$ cat config.mk
export PLATFORM = sky130hd
export DESIGN_NAME = anc_ctrl
export DESIGN_NICKNAME = d
export VERILOG_FILES = /design/src/rtl/anc_ctrl_pkg.sv /design/src/rtl/anc_sample_fifo.sv /design/src/rtl/anc_ctrl.sv
export SDC_FILE = /design/constraint.sdc
export NUM_CORES = 1
export LEC_CHECK = 0
export ABC_AREA = 1
export CAP_MARGIN = 10
export CELL_PAD_IN_SITES_DETAIL_PLACEMENT = 2
export CELL_PAD_IN_SITES_GLOBAL_PLACEMENT = 2
export CORE_UTILIZATION = 36
export DETAILED_ROUTE_END_ITERATION = 16
export PLACE_DENSITY = 0.86
export SETUP_SLACK_MARGIN = 0.02
export SYNTH_ARGS = -nofsm -noshare
export SYNTH_HDL_FRONTEND = slang
export SYNTH_HIERARCHICAL = 1
export SYNTH_SLANG_ARGS = --single-unit
$ cat constraint.sdc
create_clock -name clk -period 7.9 [get_ports clk]
set_input_delay 0.79 -clock clk [delete_from_list [all_inputs] [get_ports clk]]
set_output_delay 0.79 -clock clk [all_outputs]
set_load 0.005 [all_outputs]
$ cat src/rtl/anc_ctrl_pkg.sv
// rtl/anc_ctrl_pkg.sv - shared state encoding, Q1.15 width and saturation helper for anc_ctrl
package anc_ctrl_pkg;

  localparam int SMP_W   = 16;
  localparam int SAT_MAX = 32767;
  localparam int SAT_MIN = -32768;

  typedef enum logic [1:0] {
    IDLE  = 2'd0,
    ISSUE = 2'd1,
    WAIT  = 2'd2,
    EMIT  = 2'd3
  } anc_state_t;

  // Clamp a wide signed value into the Q1.15 range.
  function automatic logic signed [SMP_W-1:0] sat16(input logic signed [31:0] v);
    if (v > SAT_MAX) return SMP_W'(SAT_MAX);
    if (v < SAT_MIN) return SMP_W'(SAT_MIN);
    return v[SMP_W-1:0];
  endfunction

endpackage

$ cat src/rtl/anc_sample_fifo.sv
// rtl/anc_sample_fifo.sv - show-ahead queue of {x, e} sample pairs
// Pointers carry one extra wrap bit so full and empty are distinguishable (FIFO_DEPTH >= 2).
module anc_sample_fifo #(
  parameter int FIFO_DEPTH = 4
) (
  input  logic        clk,
  input  logic        rst,
  input  logic        push,
  input  logic [31:0] wdata,
  input  logic        pop,
  output logic [31:0] rdata,
  output logic        full,
  output logic        empty
);

  localparam int AW = $clog2(FIFO_DEPTH);
  localparam logic [AW:0] PTR_ONE = (AW+1)'(1);

  logic [31:0] mem [FIFO_DEPTH];
  logic [AW:0] wr_ptr;
  logic [AW:0] rd_ptr;
  logic        do_push;
  logic        do_pop;

  assign empty   = (wr_ptr == rd_ptr);
  assign full    = (wr_ptr[AW] != rd_ptr[AW]) && (wr_ptr[AW-1:0] == rd_ptr[AW-1:0]);
  assign do_pop  = pop && !empty;
  // A pop in the same cycle frees a slot, so a push into a full queue still lands.
  assign do_push = push && (!full || do_pop);
  assign rdata   = mem[rd_ptr[AW-1:0]];

  always_ff @(posedge clk) begin
    if (do_push) mem[wr_ptr[AW-1:0]] <= wdata;
  end

  always_ff @(posedge clk) begin
    if (rst) begin
      wr_ptr <= '0;
      rd_ptr <= '0;
    end else begin
      if (do_push) wr_ptr <= wr_ptr + PTR_ONE;
      if (do_pop)  rd_ptr <= rd_ptr + PTR_ONE;
    end
  end

endmodule

$ cat src/rtl/anc_ctrl.sv
// rtl/anc_ctrl.sv - LMS anti-noise sequencer: queues mic samples, issues FIR jobs, emits results
module anc_ctrl
  import anc_ctrl_pkg::*;
#(
  parameter int TAPS       = 256,
  parameter int FIFO_DEPTH = 4,
  parameter int TIMEOUT    = 300
) (
  input  logic                    clk,
  input  logic                    rst,
  input  logic                    smp_valid,
  input  logic signed [SMP_W-1:0] x_smp,
  input  logic signed [SMP_W-1:0] e_smp,
  input  logic signed [SMP_W-1:0] mu,
  input  logic                    adapt_en,
  input  logic signed [SMP_W-1:0] a_bias,
  input  logic                    clr_err,
  output logic signed [SMP_W-1:0] fir_x_in,
  output logic signed [SMP_W-1:0] fir_a_in,
  output logic signed [SMP_W-1:0] fir_weight_adjust,
  output logic                    fir_go,
  input  logic                    fir_done,
  input  logic signed [SMP_W-1:0] fir_out_sample,
  input  logic                    fir_out_valid,
  output logic signed [SMP_W-1:0] y_out,
  output logic                    y_valid,
  output logic                    busy,
  output logic                    overrun,
  output logic                    timeout
);

  localparam int CNT_W = $clog2(TIMEOUT + 1);
  localparam logic [CNT_W-1:0] WD_ONE  = CNT_W'(1);
  localparam logic [CNT_W-1:0] WD_LAST = CNT_W'(TIMEOUT - 1);

  // A watchdog shorter than one full FIR pass could never see a completion.
  if (TIMEOUT <= TAPS) begin : g_bad_timeout
    $error("anc_ctrl: TIMEOUT must exceed TAPS");
  end

  anc_state_t         state;
  logic [CNT_W-1:0]   wd_cnt;
  logic [31:0]        head;
  logic               fifo_full;
  logic               fifo_empty;
  logic               pop;
  logic               drop_evt;
  logic               to_evt;
  logic signed [SMP_W-1:0] head_x;
  logic signed [SMP_W-1:0] head_e;
  logic signed [31:0] prod;
  logic signed [31:0] neg_step;
  logic signed [SMP_W-1:0] adj;

  assign pop = (state == ISSUE);

  anc_sample_fifo #(
    .FIFO_DEPTH(FIFO_DEPTH)
  ) u_fifo (
    .clk   (clk),
    .rst   (rst),
    .push  (smp_valid),
    .wdata ({x_smp, e_smp}),
    .pop   (pop),
    .rdata (head),
    .full  (fifo_full),
    .empty (fifo_empty)
  );

  assign head_x = head[31:16];
  assign head_e = head[15:0];

  // The shifted product lies in [-32767, 32768], so negating it in 32 bits is exact.
  always_comb begin
    prod     = 32'(mu) * 32'(head_e);
    neg_step = -(prod >>> 15);
    adj      = adapt_en ? sat16(neg_step) : '0;
  end

  assign drop_evt = smp_valid && fifo_full && !pop;
  assign to_evt   = (state == WAIT) && !fir_done && (wd_cnt == WD_LAST);

  always_ff @(posedge clk) begin
    if (rst) begin
      state             <= IDLE;
      busy              <= 1'b0;
      fir_go            <= 1'b0;
      y_valid           <= 1'b0;
      wd_cnt            <= '0;
      fir_x_in          <= '0;
      fir_a_in          <= '0;
      fir_weight_adjust <= '0;
      y_out             <= '0;
    end else begin
      fir_go  <= 1'b0;
      y_valid <= 1'b0;
      case (state)
        IDLE: begin
          if (!fifo_empty) begin
            state             <= ISSUE;
            busy              <= 1'b1;
            fir_go            <= 1'b1;
            fir_x_in          <= head_x;
            fir_a_in          <= a_bias;
            fir_weight_adjust <= adj;
          end
        end
        ISSUE: begin
          state  <= WAIT;
          wd_cnt <= WD_ONE;
        end
        WAIT: begin
          if (fir_done) begin
            if (fir_out_valid) begin
              state   <= EMIT;
              y_out   <= fir_out_sample;
              y_valid <= 1'b1;
            end else begin
              state <= IDLE;
              busy  <= 1'b0;
            end
          end else if (wd_cnt == WD_LAST) begin
            state <= IDLE;
            busy  <= 1'b0;
          end else begin
            wd_cnt <= wd_cnt + WD_ONE;
          end
        end
        EMIT: begin
          state <= IDLE;
          busy  <= 1'b0;
        end
        default: begin
          state <= IDLE;
          busy  <= 1'b0;
        end
      endcase
    end
  end

  // Sticky flags: a new event in the same cycle beats clr_err.
  always_ff @(posedge clk) begin
    if (rst) begin
      overrun <= 1'b0;
      timeout <= 1'b0;
    end else begin
      if (drop_evt)     overrun <= 1'b1;
      else if (clr_err) overrun <= 1'b0;
      if (to_evt)       timeout <= 1'b1;
      else if (clr_err) timeout <= 1'b0;
    end
  end

endmodule

# After elaboration in Yosys (flattened, before gate mapping)
# Memories as Yosys holds them, arrays and structs flattened. A register that Yosys moved wholly into a read port is not among the register bits.
# Index checks and enable logic that the tools add are counted.
# word_totals
ff_bits,86
ramBits,128
input_bits,87
elab_cells,91
mem_count,1
# op_classes
add_sub_neg,4
mul,1
n_lt_le_gt_ge,2
eq_ne,12
mux,30
bitwise,4
n_reduce_logical,24
# memory_table
name,depth,word_bits,rd,rd_clocked_by_memory_dff,wr,line,text
u_fifo.mem,4,32,1,1,1,anc_sample_fifo.sv:19,logic [31:0] mem [FIFO_DEPTH];
# op_table
operator,count
$mux W16,5
$gt A32 B16 Y1 const B,1
$lt A32 B16 Y1 const B,1
$mul A16 B16 Y32,1
$neg A17 Y32,1
$mux W9,2
$pmux W9 S2,1
$mux W1,14
$mux W2,6
$add A9 B1 Y9 const B,1
$eq A9 B9 Y1 const B,1
$pmux W2 S4,1
$logic_and A1 B1 Y1,7
$add A3 B1 Y3 const B,2
$ne A2 B2 Y1 const B,3
$reduce_and A3 Y1,2
$reduce_bool A2 Y1,3
$eq A2 B2 Y1 const B,2
$logic_not A1 Y1,4
$not A1 Y1,4
$reduce_and A2 Y1,2
$reduce_and A4 Y1,1
$eq A3 B3 Y1,1
$ne A3 B2 Y1 const B,1
other kinds (10),10

# Depth between registers and ports, before layout
# Gate-level depths: netlist of the first run.
# logic_depth
depth_word,8
mapped_depth,46
ltp_nobuf,41

# By module
# The synthesis of the first run kept the hierarchy.
# modules_own_cells
module,instances,cells_each,area_per_inst_um2
anc_ctrl,1,1980,14228.6
anc_sample_fifo,1,375,5167.5

# Worst setup path before layout of the first run
# No wires, ideal clock.
# synth_path
path_type,reg-to-reg
from,register with a tool-made name
to,register fir_weight_adjust[14]
setup_time_ps,109
t_arrival_ps,7019
path_slack_ps,772
path_stages_with_launch,41
synth_period_minus_slack_ps,7128
cell_sequence,dfxtp_1 -> buf_2 -> clkbuf_1 -> o21ai_0 -> o22ai_1 -> clkbuf_1 -> clkbuf_1 -> nand2_1 -> fa_1 -> inv_1 -> fa_1 -> inv_1 -> fa_1 -> inv_1 -> fa_1 -> fa_1 -> inv_1 -> fa_1 -> [... 5 more ...] -> o21ai_1 -> inv_1 -> nand3_1 -> nand2_1 -> inv_1 -> ha_1 -> nand2_1 -> nor2_4 -> nand2_2 -> nor2_1 -> nor2_1 -> nor2_2 -> nand2_2 -> nand3_4 -> buf_6 -> nand3_1 -> nand2_1 -> inv_1
# synth_lines
element,line,text
to (signal assigned),anc_ctrl.sv:105,fir_weight_adjust <= adj;
to (decl),anc_ctrl.sv:20,"output logic signed [SMP_W-1:0] fir_weight_adjust,"

==> results of run 1 <==
## final cells by class
| class | instances | area share (%) |
|---|---|---|
| clock buffers | 29 | 2.66 |
| well taps | 688 | 3.60 |
| multi-input cells | 1466 | 49.3 |
| inverters | 577 | 9.10 |
| flip-flops and latches | 216 | 23.4 |
| clock inverters | 12 | 0.685 |
| repair buffers | 267 | 11.2 |
## cells by family (layout without fill, tap and decap cells)
kind of cell               count (synthesis)  count (layout)
adders and majority gates                348             348
AOI/OAI and AO/OA                        206             206
buffers and inverters                    675             885
DFF                                      216             216
xor gates and xnor gates                  19              19
and+or+nand+nor                          891             893
## worst max-delay path by stage
stage / cells past startpoint / from / endpoint
floorplan: 40 / flop / fir_weight_adjust[14]$_SDFFE_PP0P_
global placement: 32 / mu[6] / fir_weight_adjust[0]$_SDFFE_PP0P_
detailed placement: 33 / mu[15] / fir_weight_adjust[0]$_SDFFE_PP0P_
CTS: 34 / flop / fir_weight_adjust[0]$_SDFFE_PP0P_
global route: 36 / flop / fir_weight_adjust[2]$_SDFFE_PP0P_
finish: 35 / flop / fir_weight_adjust[0]$_SDFFE_PP0P_
## cells in the final DEF, fill, tap and decap left out, drive strengths merged, types with 4 or more instances in the layout
cell type        n
nand3           66
ha              87
o22ai           32
clkbuf          32
fa             261
nand2          519
nor3b            4
a21oi           36
o21ai          128
nor2           258
xnor2            8
inv            579
or2              5
edfxtp         128
nand4           22
o21bai           7
clkdlybuf4s50  155
xor2            11
buf            109
clkinv           6
dfxtp           88
nor3            11
## sequential cells by signal (all words and copies together) (netlist names), named ones only
name	flops
fir_x_in	16
u_fifo/mem	128
busy	1
fir_weight_adjust	16
overrun	1
fir_a_in	16
u_fifo/wr_ptr	3
wd_cnt	9
state	2
timeout	1
y_out	16
y_valid	1
fir_go	1
u_fifo/rd_ptr	3
## critical path, delay by kind of cell (launching register included)
family | cells | cell delay (ps)
AND/OR/NAND/NOR | 14 | 1980
AO/OA/AOI/OAI | 3 | 560
buffers and inverters | 11 | 1350
flip-flops | 1 | 410
adder cells (fa/ha/maj) | 7 | 3880
## per-stage QoR
stage          setup slack, ps  util, %
2_1_floorplan              772        -
3_3_place_gp             -87.1     41.7
3_5_place_dp              -649     41.7
4_1_cts                   24.4     43.6
5_1_grt                   -673     45.3
6_report                  -412     45.3
## timing repair
item,CTS,global route
gates cloned,1,7
setup buffers,9,27
setup endpoints to repair,16,16
pin swaps,3,34
hold buffers,0,0
gates resized for setup,30,152
## metal layers
layer / up-vias / GRT usage [%] / share of wire, %
li1: 7421 / - / -
met3: 382 / 4.01 / 7.0
met4: 0 / 15.4 / 7.8
met5: - / 0 / 0
met1: 9158 / 33.4 / 35
met2: 906 / 55.3 / 50
==> impl_results.rst, run 1 <==
.. list-table::
   :header-rows: 1

   * - Metric
     - Value
   * - CTS H-tree lvls
     - 1
   * - Total of flip-flops plus latches after synthesis
     - 216
   * - Remaining max-slew budget at the tightest pin
     - 23.6%
   * - Fin nets
     - 2986
   * - Clock edge transition at the registers on the reported setup and hold paths
     - 80 ps
   * - Count of buffers inserted at the top-level ports
     - 155
   * - Share of the synthesized area in compound gates (AO/OA/AOI/OAI)
     - 5.66%
   * - Worst Hold Class
     - flop to flop
   * - Mean cell area of the mapped netlist
     - 8.24 um^2
   * - RSZ-0062 raised after global routing
     - yes
   * - Largest stage delay, worst path
     - 650 ps
   * - Antenna-violating nets left
     - 0
   * - Worst-path cell with the longest stage delay
     - sky130_fd_sc_hd__fa_1
   * - Die X-Extent
     - 234 um
   * - Wire length of the first global-routing pass
     - 122 mm
   * - Minimum clock period
     - 8310 ps
   * - Xor and xnor fraction of the mapped netlist area
     - 0.897%
   * - Num CTS Buffers
     - 23
   * - Netlist Area Pre-Place
     - 0.0194 mm^2
   * - Total inserted antenna cells
     - 0
   * - Final Max Slew Viols
     - 0
   * - Non-filler cells, final
     - 3255
   * - CTS tree
     - done
   * - Max Root-Sink Buffers
     - 3
   * - Maximum fanout along the worst path
     - 13
   * - Pin count of the biggest net entering global routing
     - 68
   * - Cell taking the most area after synthesis
     - sky130_fd_sc_hd__fa_1
   * - Cell row count
     - 84
   * - Worst-case register-to-register setup slack
     - -410 ps
   * - Area Growth Syn to Fin
     - 23.4%
   * - Top post-synthesis cells by area
     - sky130_fd_sc_hd__fa_1 27%, sky130_fd_sc_hd__edfxtp_1 20%, sky130_fd_sc_hd__inv_1 11%
   * - Final wirelength
     - 94.1 mm
   * - Antenna violations before repair
     - 0
   * - Last weighted congestion value of the routability-driven placer
     - 0.861
   * - TritonRoute pass-1 iters
     - 13
   * - Post-route worst setup slack
     - -412 ps
   * - Vias
     - 17900
   * - Adder-cell share of the synthesized area
     - 32.6%
   * - Simple logic cell fraction of the synthesized area
     - 18.8%
   * - Fmax achieved
     - 120 MHz
   * - Number of cells on the worst hold path
     - 1
   * - Final worst hold slack
     - 462 ps
   * - Synth Net Count
     - 2790
   * - I/O pin cnt
     - 156
   * - Final Hold Fails
     - 0
   * - Top-area cell type share of the netlist area
     - 26.9%
   * - Ratio of cells with drive above 1 in the final layout
     - 12.3%
   * - Post-synth cell types
     - 38
   * - Result of the run
     - finished, violations left
   * - Floorplan die height
     - 234 um
   * - Aggregate negative setup slack
     - -5390 ps
   * - Clock latency reported for the late side of the worst-skew pair
     - 580 ps
   * - Clock root buffer
     - sky130_fd_sc_hd__clkbuf_16
   * - Area of the core region
     - 0.0529 mm^2
   * - Number of placed instances, taps included
     - 3170
   * - Via-per-instance ratio
     - 5.49
   * - Total area of sequential cells
     - 0.00561 mm^2
   * - Total congestion overflow after global routing
     - 0
   * - Overall fraction of global-route tracks in use
     - 30.0%
   * - Share of synthesized area spent on multiplexers
     - 0%
   * - Detailed Place HPWL
     - 57.4 mm
   * - Design area
     - 0.0239 mm^2
   * - Fraction of the cycle the final worst path needs
     - 105%
   * - Area of the multi-input gates
     - 0.0118 mm^2
   * - Reg2reg end
     - fir_weight_adjust[0]$_SDFFE_PP0P_
   * - Sequential cell area fraction in the yosys report
     - 28.9%
   * - Launch instance of the worst min-delay path
     - wd_cnt[8]$_SDFFE_PP0P_
   * - Setup-violating endpoint count in the final report
     - 15
   * - Worst-case clock skew
     - 48.2 ps
   * - Number of global-route vias before repair
     - 20300
   * - Failing checks
     - design-rule violations, negative setup slack
   * - Worst-Margin Slew
     - 1150 ps
   * - Most used standard cells in the synthesized netlist
     - 570 x sky130_fd_sc_hd__inv_1, 509 x sky130_fd_sc_hd__nand2_1, 261 x sky130_fd_sc_hd__fa_1, 248 x sky130_fd_sc_hd__nor2_1, 128 x sky130_fd_sc_hd__edfxtp_1
   * - Post-synthesis cell count
     - 2355
   * - Arrival time at the worst endpoint
     - 8780 ps
   * - Dominant combinational cell family by area after synthesis
     - adder cells
   * - Crit-path most repeated cell
     - sky130_fd_sc_hd__inv_1
   * - WL per Instance
     - 28.9 um
   * - Critical setup path kind
     - flop to flop
   * - Most common cell in the netlist
     - sky130_fd_sc_hd__inv_1
   * - Top flip-flop cell by instance count after synthesis
     - sky130_fd_sc_hd__edfxtp_1
   * - Synthesis warning total
     - 6
   * - Number of clock sinks
     - 216
   * - Worst reg-to-reg path cell count
     - 35
   * - Initial Utilization
     - 36.7%
   * - Initial DRC count
     - 1231
   * - Hold Path Sink
     - wd_cnt[8]$_SDFFE_PP0P_
   * - Count of maximum capacitance violations
     - 0
   * - Number of fill cells
     - 5740
   * - Number of synthesized flops with an enable pin
     - 128
   * - Asr flop ratio synth
     - 0%
   * - Required @ worst endpoint
     - 8370 ps
   * - Category of the worst setup path capture point
     - flop
   * - Critical path startpoint category
     - flop
   * - DRC viols
     - 3
   * - Post-Place Cell Area
     - 0.0220 mm^2
   * - Die Outline Area
     - 0.0548 mm^2
Power of run 1 is left out: the tool's default activity adds up to more than one toggle a clock period on the data nets, which glitch-free logic cannot reach.
==> inputs of run 2 (changes only) <==
GPL_TIMING_DRIVEN = 0   (was default)
==> impl_results.rst, run 2 (synthesis results as in run 1) <==
.. list-table::
   :header-rows: 1

   * - Metric
     - Value
   * - WL per Instance
     - 29.4 um (was 28.9 um)
   * - Count of maximum capacitance violations
     - 0 (unchanged)
   * - Die X-Extent
     - 234 um (unchanged)
   * - Num CTS Buffers
     - 22 (was 23)
   * - Initial DRC count
     - 1429 (was 1231)
   * - Final Max Slew Viols
     - 0 (unchanged)
   * - Final core utilization
     - 45.9% (was 45.3%)
   * - Area of the multi-input gates
     - 0.0121 mm^2 (was 0.0118 mm^2)
   * - Cts hold-fix bufs
     - 0 (unchanged)
   * - Total area of sequential cells
     - 0.00561 mm^2 (about the same)
   * - Vias
     - 18400 (was 17900)
   * - Cell row count
     - 84 (unchanged)
   * - Number of global-route vias before repair
     - 20300 (about the same)
   * - Area of the core region
     - 0.0529 mm^2 (unchanged)
   * - Failing checks
     - design-rule violations, negative setup slack (unchanged)
   * - Max Root-Sink Buffers
     - 3 (unchanged)
   * - Last weighted congestion value of the routability-driven placer
     - 0.891 (was 0.861)
   * - Total congestion overflow after global routing
     - 0 (unchanged)
   * - Total inserted antenna cells
     - 0 (unchanged)
   * - Final Hold Fails
     - 0 (unchanged)
   * - Crit path max-delay family
     - adder cells (unchanged)
   * - Count of buffers inserted at the top-level ports
     - 144 (was 155)
   * - Pin count of the biggest net entering global routing
     - 25 (was 68)
   * - Fmax achieved
     - 119 MHz (was 120 MHz)
   * - Category of the worst setup path capture point
     - flop (unchanged)
   * - Fraction of the cycle the final worst path needs
     - 107% (was 105%)
   * - Final wirelength
     - 96.4 mm (was 94.1 mm)
   * - Final worst hold slack
     - 456 ps (was 462 ps)
   * - Result of the run
     - finished, violations left (unchanged)
   * - RSZ-0062 raised after global routing
     - yes (unchanged)
   * - Minimum clock period
     - 8420 ps (was 8310 ps)
   * - Arrival time at the worst endpoint
     - 8900 ps (was 8780 ps)
   * - Commonest non-fill, non-tap cell in the layout
     - sky130_fd_sc_hd__inv_1 (unchanged)
   * - DRC viols
     - 3 (unchanged)
   * - Worst Hold Class
     - flop to flop (unchanged)
   * - Area Growth Syn to Fin
     - 25.1% (was 23.4%)
   * - Critical path startpoint category
     - flop (unchanged)
   * - TritonRoute pass-1 iters
     - 11 (was 13)
   * - Required @ worst endpoint
     - 8380 ps (was 8370 ps)
   * - Via-per-instance ratio
     - 5.60 (was 5.49)
   * - CTS H-tree lvls
     - 1 (unchanged)
   * - Initial Utilization
     - 36.7% (unchanged)
   * - Ratio of cells with drive above 1 in the final layout
     - 13.5% (was 12.3%)
   * - I/O pin cnt
     - 156 (unchanged)
   * - Post-route worst setup slack
     - -518 ps (was -412 ps)
   * - Antenna violations before repair
     - 0 (unchanged)
   * - Overall fraction of global-route tracks in use
     - 30.0% (about the same)
   * - Clock root buffer
     - sky130_fd_sc_hd__clkbuf_16 (unchanged)
   * - Detailed Place HPWL
     - 59.2 mm (was 57.4 mm)
   * - Commonest cells after routing, fill and taps aside
     - 557 x sky130_fd_sc_hd__inv_1, 473 x sky130_fd_sc_hd__nand2_1, 247 x sky130_fd_sc_hd__fa_1 (was 561 x sky130_fd_sc_hd__inv_1, 490 x sky130_fd_sc_hd__nand2_1, 245 x sky130_fd_sc_hd__fa_1)
   * - Setup-violating endpoint count in the final report
     - 16 (was 15)
   * - Worst-case clock skew
     - 58.7 ps (was 48.2 ps)
   * - Wire length of the first global-routing pass
     - 122 mm (about the same)
   * - Floorplan die height
     - 234 um (unchanged)
   * - Worst-path cell with the longest stage delay
     - sky130_fd_sc_hd__fa_2 (was sky130_fd_sc_hd__fa_1)
   * - CTS tree
     - done (unchanged)
   * - Largest stage delay, worst path
     - 710 ps (was 650 ps)
   * - Critical setup path kind
     - flop to flop (unchanged)
   * - Worst-Margin Slew
     - 831 ps (was 1150 ps)
   * - Clock latency reported for the late side of the worst-skew pair
     - 590 ps (was 580 ps)
   * - Antenna-violating nets left
     - 0 (unchanged)
   * - Sum of buffers and inverters on the critical path
     - 11 (unchanged)
   * - Remaining max-slew budget at the tightest pin
     - 44.6% (was 23.6%)
   * - Die Outline Area
     - 0.0548 mm^2 (unchanged)
   * - Maximum fanout along the worst path
     - 10 (was 13)
   * - Clock edge transition at the registers on the reported setup and hold paths
     - 80 ps (about the same)
   * - Fin nets
     - 3013 (was 2986)
   * - Number of fill cells
     - 5712 (was 5740)
   * - Number of clock sinks
     - 216 (unchanged)
   * - Max FFs per register
     - 128 (unchanged)
==> run 2: changes by cell type in the layout (fill, tap and decap cells not counted), sizes merged, moves of 2 or more <==
cell | previous run | this run
buf | 109 | 89
dlymetal6s2s | 0 | 3
bufinv | 3 | 5
inv | 579 | 577
clkbuf | 32 | 91
clkdlybuf4s50 | 155 | 140
==> run 2: path summary, 6_finish.rpt <==
kind	start	to	slack (ps)	depth (start not counted)
worst min register to register	wd_cnt[8]$_SDFFE_PP0P_	wd_cnt[8]$_SDFFE_PP0P_	460	1
worst max register to register	flop	fir_weight_adjust[2]$_SDFFE_PP0P_	-520	38
worst min-delay path	wd_cnt[8]$_SDFFE_PP0P_	wd_cnt[8]$_SDFFE_PP0P_	460	1
worst max-delay path	flop	fir_weight_adjust[2]$_SDFFE_PP0P_	-520	38
==> run 2: final cells by class <==
cell class / count / area share [%]
sequential: 216 / 23.1
timing repair buffer: 198 / 8.02
buffer: 98 / 3.19
inverter: 577 / 8.99
multi-input combinational: 1464 / 49.7
timing repair inverter: 1 / 0.0361
clock buffer: 28 / 2.48
tap: 688 / 3.55
clock inverter: 12 / 0.902
==> run 2: worst register-to-register path, delay by kind of cell (launching register included) <==
| family | cells | cell delay (ps) |
|---|---|---|
| buffers and inverters | 11 | 1600 |
| adder cells (fa/ha/maj) | 7 | 3700 |
| flip-flops | 1 | 380 |
| AO/OA/AOI/OAI | 2 | 370 |
| AND/OR/NAND/NOR | 18 | 2270 |
==> run 2: routing by layer <==
| layer | wire length [um] | track usage, % |
|---|---|---|
| met1 | 32900 | 32.4 |
| met2 | 49300 | 54.9 |
| met3 | 5510 | 4.09 |
| met4 | 8620 | 19.0 |
| met5 | 0 | 0 |
==> run 2: per-stage QoR <==
step	std cells	instance area, um^2	worst slack [ps]	TNS, ps
2_1_floorplan	2355	19400	772	0
3_3_place_gp	3187	21700	-1120	-16270
3_5_place_dp	3191	21800	-1740	-26180
4_1_cts	3248	23200	23.4	0
5_1_grt	3282	24300	-625	-8390
6_report	3282	24300	-518	-7150
==> run 2: what timing repair did <==
action                     in CTS  in global routing
buffers inserted               17                 31
cloned                          0                  3
setup endpoints to repair      16                 16
resized for setup             146                228
pin swaps                       6                 74
Power of run 2 is left out for the same reason.
